--- src/rtl/ondra_prn_pkg.sv ---
// Shared types and default timing constants for the Ondra printer-port
// capture block.
//   prn_state_t     : capture FSM state encoding
//   SETTLE_CYC_DEF  : cycles a strobe must stay low before it is accepted
//   BUSY_CYC_DEF    : cycles BUSY is held after a byte is stored
//   max_int()       : helper used to size the shared settle/hold counter
package ondra_prn_pkg;

  typedef enum logic [2:0] {
    IDLE,
    SETTLE,
    PUSH,
    HOLD,
    RELEASE
  } prn_state_t;

  localparam int SETTLE_CYC_DEF = 8;
  localparam int BUSY_CYC_DEF   = 40;

  function automatic int max_int(input int a, input int b);
    return (a > b) ? a : b;
  endfunction

endpackage

--- src/rtl/ondra_printer_capture_if.sv ---
// Bundle of the printer-port and stream signals around the capture block.
//   printer side : prn_data, prn_stb_n (from core), busy (to core)
//   stream side  : out_data, out_valid (to writer), out_ready (from writer)
//   status       : fifo_level, dbg_state (FSM state, observation only)
// Stream handshake: a byte transfers on every rising clk_sys edge where
// out_valid and out_ready are both 1; out_valid/out_data do not depend on
// out_ready and stay stable until the transfer happens.
// Modports: master = capture block, slave = core/writer environment.
interface ondra_printer_capture_if
  import ondra_prn_pkg::*;
#(
  parameter int FIFO_AW = 4
);
  logic [7:0]       prn_data;
  logic             prn_stb_n;
  logic             busy;
  logic [7:0]       out_data;
  logic             out_valid;
  logic             out_ready;
  logic [FIFO_AW:0] fifo_level;
  prn_state_t       dbg_state;

  modport master (
    input  prn_data, prn_stb_n, out_ready,
    output busy, out_data, out_valid, fifo_level, dbg_state
  );

  modport slave (
    output prn_data, prn_stb_n, out_ready,
    input  busy, out_data, out_valid, fifo_level, dbg_state
  );
endinterface

--- src/rtl/ondra_prn_fifo.sv ---
// First-word-fall-through byte FIFO, depth 2**FIFO_AW.
//   wr_en/wr_data : push request; accepted when not full, or when a pop
//                   happens in the same cycle (the pop frees the slot)
//   rd_en         : pop request; accepted when not empty
//   rd_data       : head byte (0 while empty)
//   empty/full    : derived from (FIFO_AW+1)-bit wrapping pointers
//   level         : wr_ptr - rd_ptr
module ondra_prn_fifo #(
  parameter int FIFO_AW = 4
) (
  input  logic             clk_sys,
  input  logic             reset_n,
  input  logic             wr_en,
  input  logic [7:0]       wr_data,
  input  logic             rd_en,
  output logic [7:0]       rd_data,
  output logic             empty,
  output logic             full,
  output logic [FIFO_AW:0] level
);
  localparam int DEPTH = 1 << FIFO_AW;
  localparam int PTR_W = FIFO_AW + 1;

  logic [7:0]       mem_q [DEPTH];
  logic [FIFO_AW:0] wr_ptr_q, wr_ptr_d;
  logic [FIFO_AW:0] rd_ptr_q, rd_ptr_d;
  logic             do_wr, do_rd;

  always_comb begin
    empty    = (wr_ptr_q == rd_ptr_q);
    full     = (wr_ptr_q[FIFO_AW] != rd_ptr_q[FIFO_AW]) &&
               (wr_ptr_q[FIFO_AW-1:0] == rd_ptr_q[FIFO_AW-1:0]);
    do_rd    = rd_en & ~empty;
    do_wr    = wr_en & (~full | do_rd);
    wr_ptr_d = do_wr ? wr_ptr_q + PTR_W'(1) : wr_ptr_q;
    rd_ptr_d = do_rd ? rd_ptr_q + PTR_W'(1) : rd_ptr_q;
    rd_data  = empty ? 8'h00 : mem_q[rd_ptr_q[FIFO_AW-1:0]];
    level    = wr_ptr_q - rd_ptr_q;
  end

  always_ff @(posedge clk_sys or negedge reset_n) begin
    if (!reset_n) begin
      wr_ptr_q <= '0;
      rd_ptr_q <= '0;
    end else begin
      wr_ptr_q <= wr_ptr_d;
      rd_ptr_q <= rd_ptr_d;
    end
  end

  // Storage needs no reset: rd_data is forced to 0 while empty.
  always_ff @(posedge clk_sys) begin
    if (do_wr) mem_q[wr_ptr_q[FIFO_AW-1:0]] <= wr_data;
  end

endmodule

--- src/rtl/ondra_printer_capture.sv ---
// Printer-port capture for the Ondra core: synchronises the core's strobe
// and data, deglitches the strobe, stores each accepted byte in a FWFT FIFO
// and returns a BUSY handshake so the ROM printer routine paces itself.
//   clk_sys, reset_n : sole clock, asynchronous active-low reset
//   bus (master)     : prn_data/prn_stb_n in, busy out, out_* byte stream,
//                      fifo_level and dbg_state status
module ondra_printer_capture
  import ondra_prn_pkg::*;
#(
  parameter int FIFO_AW    = 4,
  parameter int SETTLE_CYC = SETTLE_CYC_DEF,
  parameter int BUSY_CYC   = BUSY_CYC_DEF
) (
  input logic                     clk_sys,
  input logic                     reset_n,
  ondra_printer_capture_if.master bus
);
  localparam int CNT_W = $clog2(max_int(SETTLE_CYC, BUSY_CYC)) + 1;

  logic             stb_meta_q, stb_meta_d, stb_sync_q, stb_sync_d;
  logic [7:0]       data_meta_q, data_meta_d, data_sync_q, data_sync_d;
  logic [1:0]       sync_fill_q, sync_fill_d;
  logic             armed_q, armed_d;
  prn_state_t       state_q, state_d;
  logic [CNT_W-1:0] cnt_q, cnt_d;
  logic             busy_q, busy_d;

  logic             wr_en, pop;
  logic             fifo_empty, fifo_full;
  logic [7:0]       fifo_rd_data;
  logic [FIFO_AW:0] fifo_level;

  always_comb begin
    stb_meta_d  = bus.prn_stb_n;
    stb_sync_d  = stb_meta_q;
    data_meta_d = bus.prn_data;
    data_sync_d = data_meta_q;
    // sync_fill marks when the synchroniser holds real samples instead of
    // its reset preset; only then can a high strobe arm the FSM. This keeps
    // a strobe already low at reset exit from being taken as a new edge.
    sync_fill_d = {sync_fill_q[0], 1'b1};
    armed_d     = armed_q | (sync_fill_q[1] & stb_sync_q);
    pop         = ~fifo_empty & bus.out_ready;

    state_d = state_q;
    cnt_d   = cnt_q;
    wr_en   = 1'b0;
    case (state_q)
      // IDLE is only entered with the strobe high, so low here is a fall.
      IDLE: begin
        if (armed_q && !stb_sync_q) begin
          state_d = SETTLE;
          cnt_d   = '0;
        end
      end
      SETTLE: begin
        if (stb_sync_q)                              state_d = IDLE;
        else if (cnt_q == CNT_W'(SETTLE_CYC - 1))    state_d = PUSH;
        else                                         cnt_d   = cnt_q + CNT_W'(1);
      end
      // A pop in the same cycle frees a slot even when the FIFO is full.
      PUSH: begin
        if (!fifo_full || pop) begin
          wr_en   = 1'b1;
          state_d = HOLD;
          cnt_d   = '0;
        end
      end
      HOLD: begin
        if (cnt_q == CNT_W'(BUSY_CYC - 1)) state_d = RELEASE;
        else                               cnt_d   = cnt_q + CNT_W'(1);
      end
      RELEASE: begin
        if (stb_sync_q) state_d = IDLE;
      end
      default: state_d = IDLE;
    endcase

    busy_d = (state_q != IDLE) | fifo_full;
  end

  always_ff @(posedge clk_sys or negedge reset_n) begin
    if (!reset_n) begin
      stb_meta_q  <= 1'b1;
      stb_sync_q  <= 1'b1;
      data_meta_q <= '0;
      data_sync_q <= '0;
      sync_fill_q <= '0;
      armed_q     <= 1'b0;
      state_q     <= IDLE;
      cnt_q       <= '0;
      busy_q      <= 1'b0;
    end else begin
      stb_meta_q  <= stb_meta_d;
      stb_sync_q  <= stb_sync_d;
      data_meta_q <= data_meta_d;
      data_sync_q <= data_sync_d;
      sync_fill_q <= sync_fill_d;
      armed_q     <= armed_d;
      state_q     <= state_d;
      cnt_q       <= cnt_d;
      busy_q      <= busy_d;
    end
  end

  ondra_prn_fifo #(.FIFO_AW(FIFO_AW)) u_fifo (
    .clk_sys (clk_sys),
    .reset_n (reset_n),
    .wr_en   (wr_en),
    .wr_data (data_sync_q),
    .rd_en   (bus.out_ready),
    .rd_data (fifo_rd_data),
    .empty   (fifo_empty),
    .full    (fifo_full),
    .level   (fifo_level)
  );

  assign bus.busy       = busy_q;
  assign bus.out_data   = fifo_rd_data;
  assign bus.out_valid  = ~fifo_empty;
  assign bus.fifo_level = fifo_level;
  assign bus.dbg_state  = state_q;

endmodule
--- src/flat_wrapper.sv ---
// flat-port wrapper written by rule: the top's interface ports become plain ports
module ondra_printer_capture_flat import ondra_prn_pkg::*;
#(
  parameter int FIFO_AW    = 4,
  parameter int SETTLE_CYC = SETTLE_CYC_DEF,
  parameter int BUSY_CYC   = BUSY_CYC_DEF
)
  (clk_sys, reset_n, bus_prn_data, bus_prn_stb_n, bus_out_ready, bus_busy, bus_out_data, bus_out_valid, bus_fifo_level, bus_dbg_state);
  ondra_printer_capture_if #(.FIFO_AW(FIFO_AW)) bus_i ();
  input logic clk_sys;
  input logic reset_n;
  input wire logic [$bits(bus_i.prn_data)-1:0] bus_prn_data;
  input wire logic [$bits(bus_i.prn_stb_n)-1:0] bus_prn_stb_n;
  input wire logic [$bits(bus_i.out_ready)-1:0] bus_out_ready;
  output wire logic [$bits(bus_i.busy)-1:0] bus_busy;
  output wire logic [$bits(bus_i.out_data)-1:0] bus_out_data;
  output wire logic [$bits(bus_i.out_valid)-1:0] bus_out_valid;
  output wire logic [$bits(bus_i.fifo_level)-1:0] bus_fifo_level;
  output wire logic [$bits(bus_i.dbg_state)-1:0] bus_dbg_state;
  assign bus_i.prn_data = bus_prn_data;
  assign bus_i.prn_stb_n = bus_prn_stb_n;
  assign bus_i.out_ready = bus_out_ready;
  assign bus_busy = bus_i.busy;
  assign bus_out_data = bus_i.out_data;
  assign bus_out_valid = bus_i.out_valid;
  assign bus_fifo_level = bus_i.fifo_level;
  assign bus_dbg_state = bus_i.dbg_state;
  ondra_printer_capture #(.FIFO_AW(FIFO_AW), .SETTLE_CYC(SETTLE_CYC), .BUSY_CYC(BUSY_CYC)) u_core (.clk_sys(clk_sys), .reset_n(reset_n), .bus(bus_i));
endmodule
--- config.mk ---
export PLATFORM = sky130hd
export DESIGN_NAME = ondra_printer_capture_flat
export DESIGN_NICKNAME = d
export VERILOG_FILES = /design/src/rtl/ondra_prn_pkg.sv /design/src/rtl/ondra_printer_capture_if.sv /design/src/rtl/ondra_prn_fifo.sv /design/src/rtl/ondra_printer_capture.sv /design/src/flat_wrapper.sv
export SDC_FILE = /design/constraint.sdc
export NUM_CORES = 1
export LEC_CHECK = 0
export ABC_AREA = 0
export CAP_MARGIN = 20
export CORE_AREA = 2 2 116 118
export DETAILED_ROUTE_END_ITERATION = 6
export DIE_AREA = 0 0 118 120
export HOLD_SLACK_MARGIN = 0.15
export PLACE_DENSITY = 0.73
export SETUP_SLACK_MARGIN = 0.1
export SLEW_MARGIN = 0
export SYNTH_ARGS = -nofsm -noshare
export SYNTH_HDL_FRONTEND = slang
export SYNTH_SLANG_ARGS = --single-unit
export TNS_END_PERCENT = 20
--- constraint.sdc ---
create_clock -name clk_sys -period 3.05 [get_ports clk_sys]
set_clock_uncertainty 0.2 [all_clocks]
set_input_delay 0.915 -clock clk_sys [delete_from_list [all_inputs] [get_ports clk_sys]]
set_output_delay 0.915 -clock clk_sys [all_outputs]
set_load 0.01 [all_outputs]
==> summary.md, run 1 <==
| Metric | Value |
|---|---|
| Die Area | `14200 µm²` |
| Post-synth top area share | `57.2%` |
| Number of vias in the routed layout | `3558` |
| Worst-case clock buffer depth | `2` |
| Post-Synth Simple-Gate Area | `4.58%` |
| YS warnings | `0` |
| Initial antenna violation count | `0` |
| Fraction of registers with async set/reset | `24.7%` |
| Static leakage | `3.01 nW` |
| Worst-path clk slew | `60 ps` |
| RSZ-0062 raised after global routing | `yes` |
| Post-Syn Nets | `386` |
| DR vias/cell | `5.59` |
| CTS tree | `built` |
| Main combinational cell family by area after synthesis | `multiplexers` |
| Worst setup margin | `-226 ps` |
| Antenna cells | `0` |
| Grt ovf | `0` |
| Status | `complete, but fails checks` |
| Met3 WL | `709 µm` |
| Setup slack, reg-to-reg | `280 ps` |
| Syn_area_per_cell | `18.5 µm²` |
| CTS Buf Count | `17` |
| Highest clock rate | `305 MHz` |
| Reg2reg end | `u_core.u_fifo.mem_q[13][7]` |
| Power per standard cell area | `960 nW/µm²` |
| Most common cell after layout, fill and taps aside | `edfxtp_1` |
| Fin crit period | `3280 ps` |
| Final Cycle Share | `107%` |
| Flops & latches, synth | `170` |
| Mux contribution to synthesized area | `13.1%` |
| Crit path capture type | `primary output` |
| Ports | `30` |
| Failing checks | `negative setup slack` |
| Synth Area in Adders | `2.16%` |
| Post-DP Area | `7500 µm²` |
| Post-layout instance area | `8300 µm²` |
| Endpoints failing setup | `10` |
| Top Layer Used | `met4` |
| Most used DFF post-synth | `edfxtp_1` |
| # nets final | `470` |
| CTS root buf | `clkbuf_16` |
| Clk sinks | `170` |
| Hold Fails Final Rpt | `0` |
| Maxcap violations | `0` |
| H-tree levels | `4` |
| Worst Hold Class | `register to register` |
| Crit path kind | `register to primary output` |
| Worst r2r src | `u_core.u_fifo.rd_ptr_q[0]` |
| Vias in the first global route | `3639` |
| Post-synth EDFFs | `128` |
| Largest area contributor in the netlist | `edfxtp_1` |
| # rows | `42` |
| Hold EP | `u_core.data_sync_q[6]` |
| Final Max Tran Viols | `0` |
| Synth Area in Compound Gates | `4.11%` |
| Insertion delay to the later sink of the worst-skew pair | `420 ps` |
| Worst slew margin | `36.3%` |
| Starting DRC count in detailed routing | `266` |
| Largest net degree at the start of global routing | `27` |
| VDD IR-drop max | `0.520 mV` |
| First-pass GRT wire length | `20400 µm` |
| Synthesized cell area | `6730 µm²` |
| Core Area | `13000 µm²` |
| Initial Utilization | `51.8%` |
| Drt first pass iters | `5` |
| Synth cell types | `46` |
| Final ANT Viol Nets | `0` |
| Crit Path Max Fanout | `6` |
| M1 WL | `5340 µm` |
| Sequential element share of the synthesized area | `72.8%` |
| Commonest non-fill, non-tap cells in the layout | `edfxtp_1 (128), dfrtp_1 (39), buf_4 (35), mux4_2 (32), clkbuf_16 (18)` |
| Die X | `118 µm` |
| Critical Path RT | `1930 ps` |
| Top post-synthesis cells by area | `edfxtp_1 (57%), dfrtp_1 (15%), mux4_2 (11%)` |
| R2r worst-path depth | `7` |
| Dpl hpwl | `8110 µm` |
| Syn Inst Count | `363` |
| Worst hold path stage count | `0` |
| Worst hold start | `u_core.data_meta_q[6]` |
| Setup TNS | `-1740 ps` |
| Routed wl met2 | `6750 µm` |
| Share of cells above drive strength 1 | `34.1%` |
| WL/cell | `20.5 µm` |
| Synth-to-Final Area Change | `23.4%` |
| Worst-Margin Slew | `952 ps` |
| Startpoint Class | `register` |
| Die Ht | `120 µm` |
| I/O Buffers | `29` |
| Gp weighted congestion | `0.798` |
| XOR/XNOR Fraction of Synth Area | `1.56%` |
| Total Wirelength | `13000 µm` |
| WP data arrival | `2160 ps` |
| All-Layer GR Usage | `19.8%` |
| # DRC | `0` |
power breakdown:
group	switching [mW]	internal [mW]	total, mW
clock network	0.844	1.24	2.08
logic	1.50	1.59	3.09
registers	0.147	2.65	2.80
total	2.49	5.48	7.97
metrics by stage:
| stage | power [mW] | hold slack, ps | util (%) | setup slack, ps | cells |
|---|---|---|---|---|---|
| floorplan | 4.55 | 131 | - | 122 | 363 |
| global placement | 5.63 | 132 | 57.8 | -133 | 590 |
| detailed placement | 5.69 | 135 | 57.8 | -145 | 590 |
| CTS | 7.97 | 150 | 63.8 | -236 | 634 |
| global route | 8.33 | 154 | 64.0 | -298 | 636 |
| finish | 7.97 | 148 | 64.0 | -226 | 636 |
synthesized netlist by cell type (4+ instances only):
library cell / instances
mux2i_1: 16
nor2_1: 16
ha_1: 10
nor3_1: 5
o22ai_1: 9
a31oi_1: 5
nand2_1: 10
xnor2_1: 9
dfrtp_1: 40
edfxtp_1: 128
a21o_1: 4
o21ai_0: 7
nand3_1: 7
a21oi_1: 6
inv_1: 10
mux4_2: 32
area by class of cell:
type	count	area (µm²)
clock buffers	23	499
repair buffers	77	696
fillers	895	4680
inverters	11	41.3
flip-flops and latches	170	4900
multi-input cells	170	1860
well taps	176	220
clock inverters	9	83.8
state kept, by name, summed over array words and instances, names as in the netlist:
name / flops
u_core.armed_q: 1
u_core.u_fifo.wr_ptr_q: 5
u_core.u_fifo.rd_ptr_q: 5
u_core.bus.dbg_state: 3
u_core.stb_meta_q: 1
u_core.data_sync_q: 8
u_core.stb_sync_q: 1
u_core.sync_fill_q: 2
u_core.cnt_q: 7
u_core.u_fifo.mem_q: 128
u_core.data_meta_q: 8
u_core.bus.busy: 1
worst max-delay path, cell delays in order, from the launching register on:
cell and delay [ps]:
dfrtp_2 410, buf_6 120, buf_12 110, buf_16 140
mux4_2 500, mux2i_2 220, o22ai_2 100, buf_2 140
per-layer routing:
layer / vias up / global-route usage, %
li1: 1593 / -
met1: 1810 / 25.2
met2: 137 / 32.8
met3: 18 / 4.94
met4: 0 / 8.36
met5: - / 0
what timing repair did:
action,CTS,global route
buffers inserted,7,2
cloned,2,0
resized for setup,70,3
hold buffers,3,0
endpoints found under the setup margin,14,13
endpoints found under the hold margin,3,0
pin swaps,7,3
cell families (layout without fill, tap and decap cells):
group           count (synthesis)  after routing
mux                            48             48
other cells                     1              1
buf+inv                        23            120
xor+xnor                       12             12
flops                         170            170
simple gates                   59             59
fa+ha+maj                      11             11
compound gates                 39             39
worst max-delay path by stage:
stage                                         start  slack (ps)         endpoint  depth (start not counted)
after global placement    u_core.u_fifo.rd_ptr_q[0]        -130  bus_out_data[0]                          5
after global routing      u_core.u_fifo.rd_ptr_q[0]        -300  bus_out_data[2]                          7
after floorplan           u_core.u_fifo.rd_ptr_q[1]         120  bus_out_data[0]                          8
after detailed placement  u_core.u_fifo.rd_ptr_q[0]        -150  bus_out_data[0]                          5
final                     u_core.u_fifo.rd_ptr_q[0]        -230  bus_out_data[3]                          7
after CTS                 u_core.u_fifo.rd_ptr_q[0]        -240  bus_out_data[2]                          7
(Power assumes the default switching activity.)
==> run 2: changes to the inputs <==
--- a/config.mk
+++ b/config.mk
@@ -10,6 +10,7 @@
 export CORE_AREA = 2 2 116 118
 export DETAILED_ROUTE_END_ITERATION = 6
 export DIE_AREA = 0 0 118 120
+export GPL_ROUTABILITY_DRIVEN = 1
 export HOLD_SLACK_MARGIN = 0.15
 export PLACE_DENSITY = 0.73
 export SETUP_SLACK_MARGIN = 0.1
==> results of run 2 <==
Same layout as run 1: the final DEF is identical, and so are final timing and power.
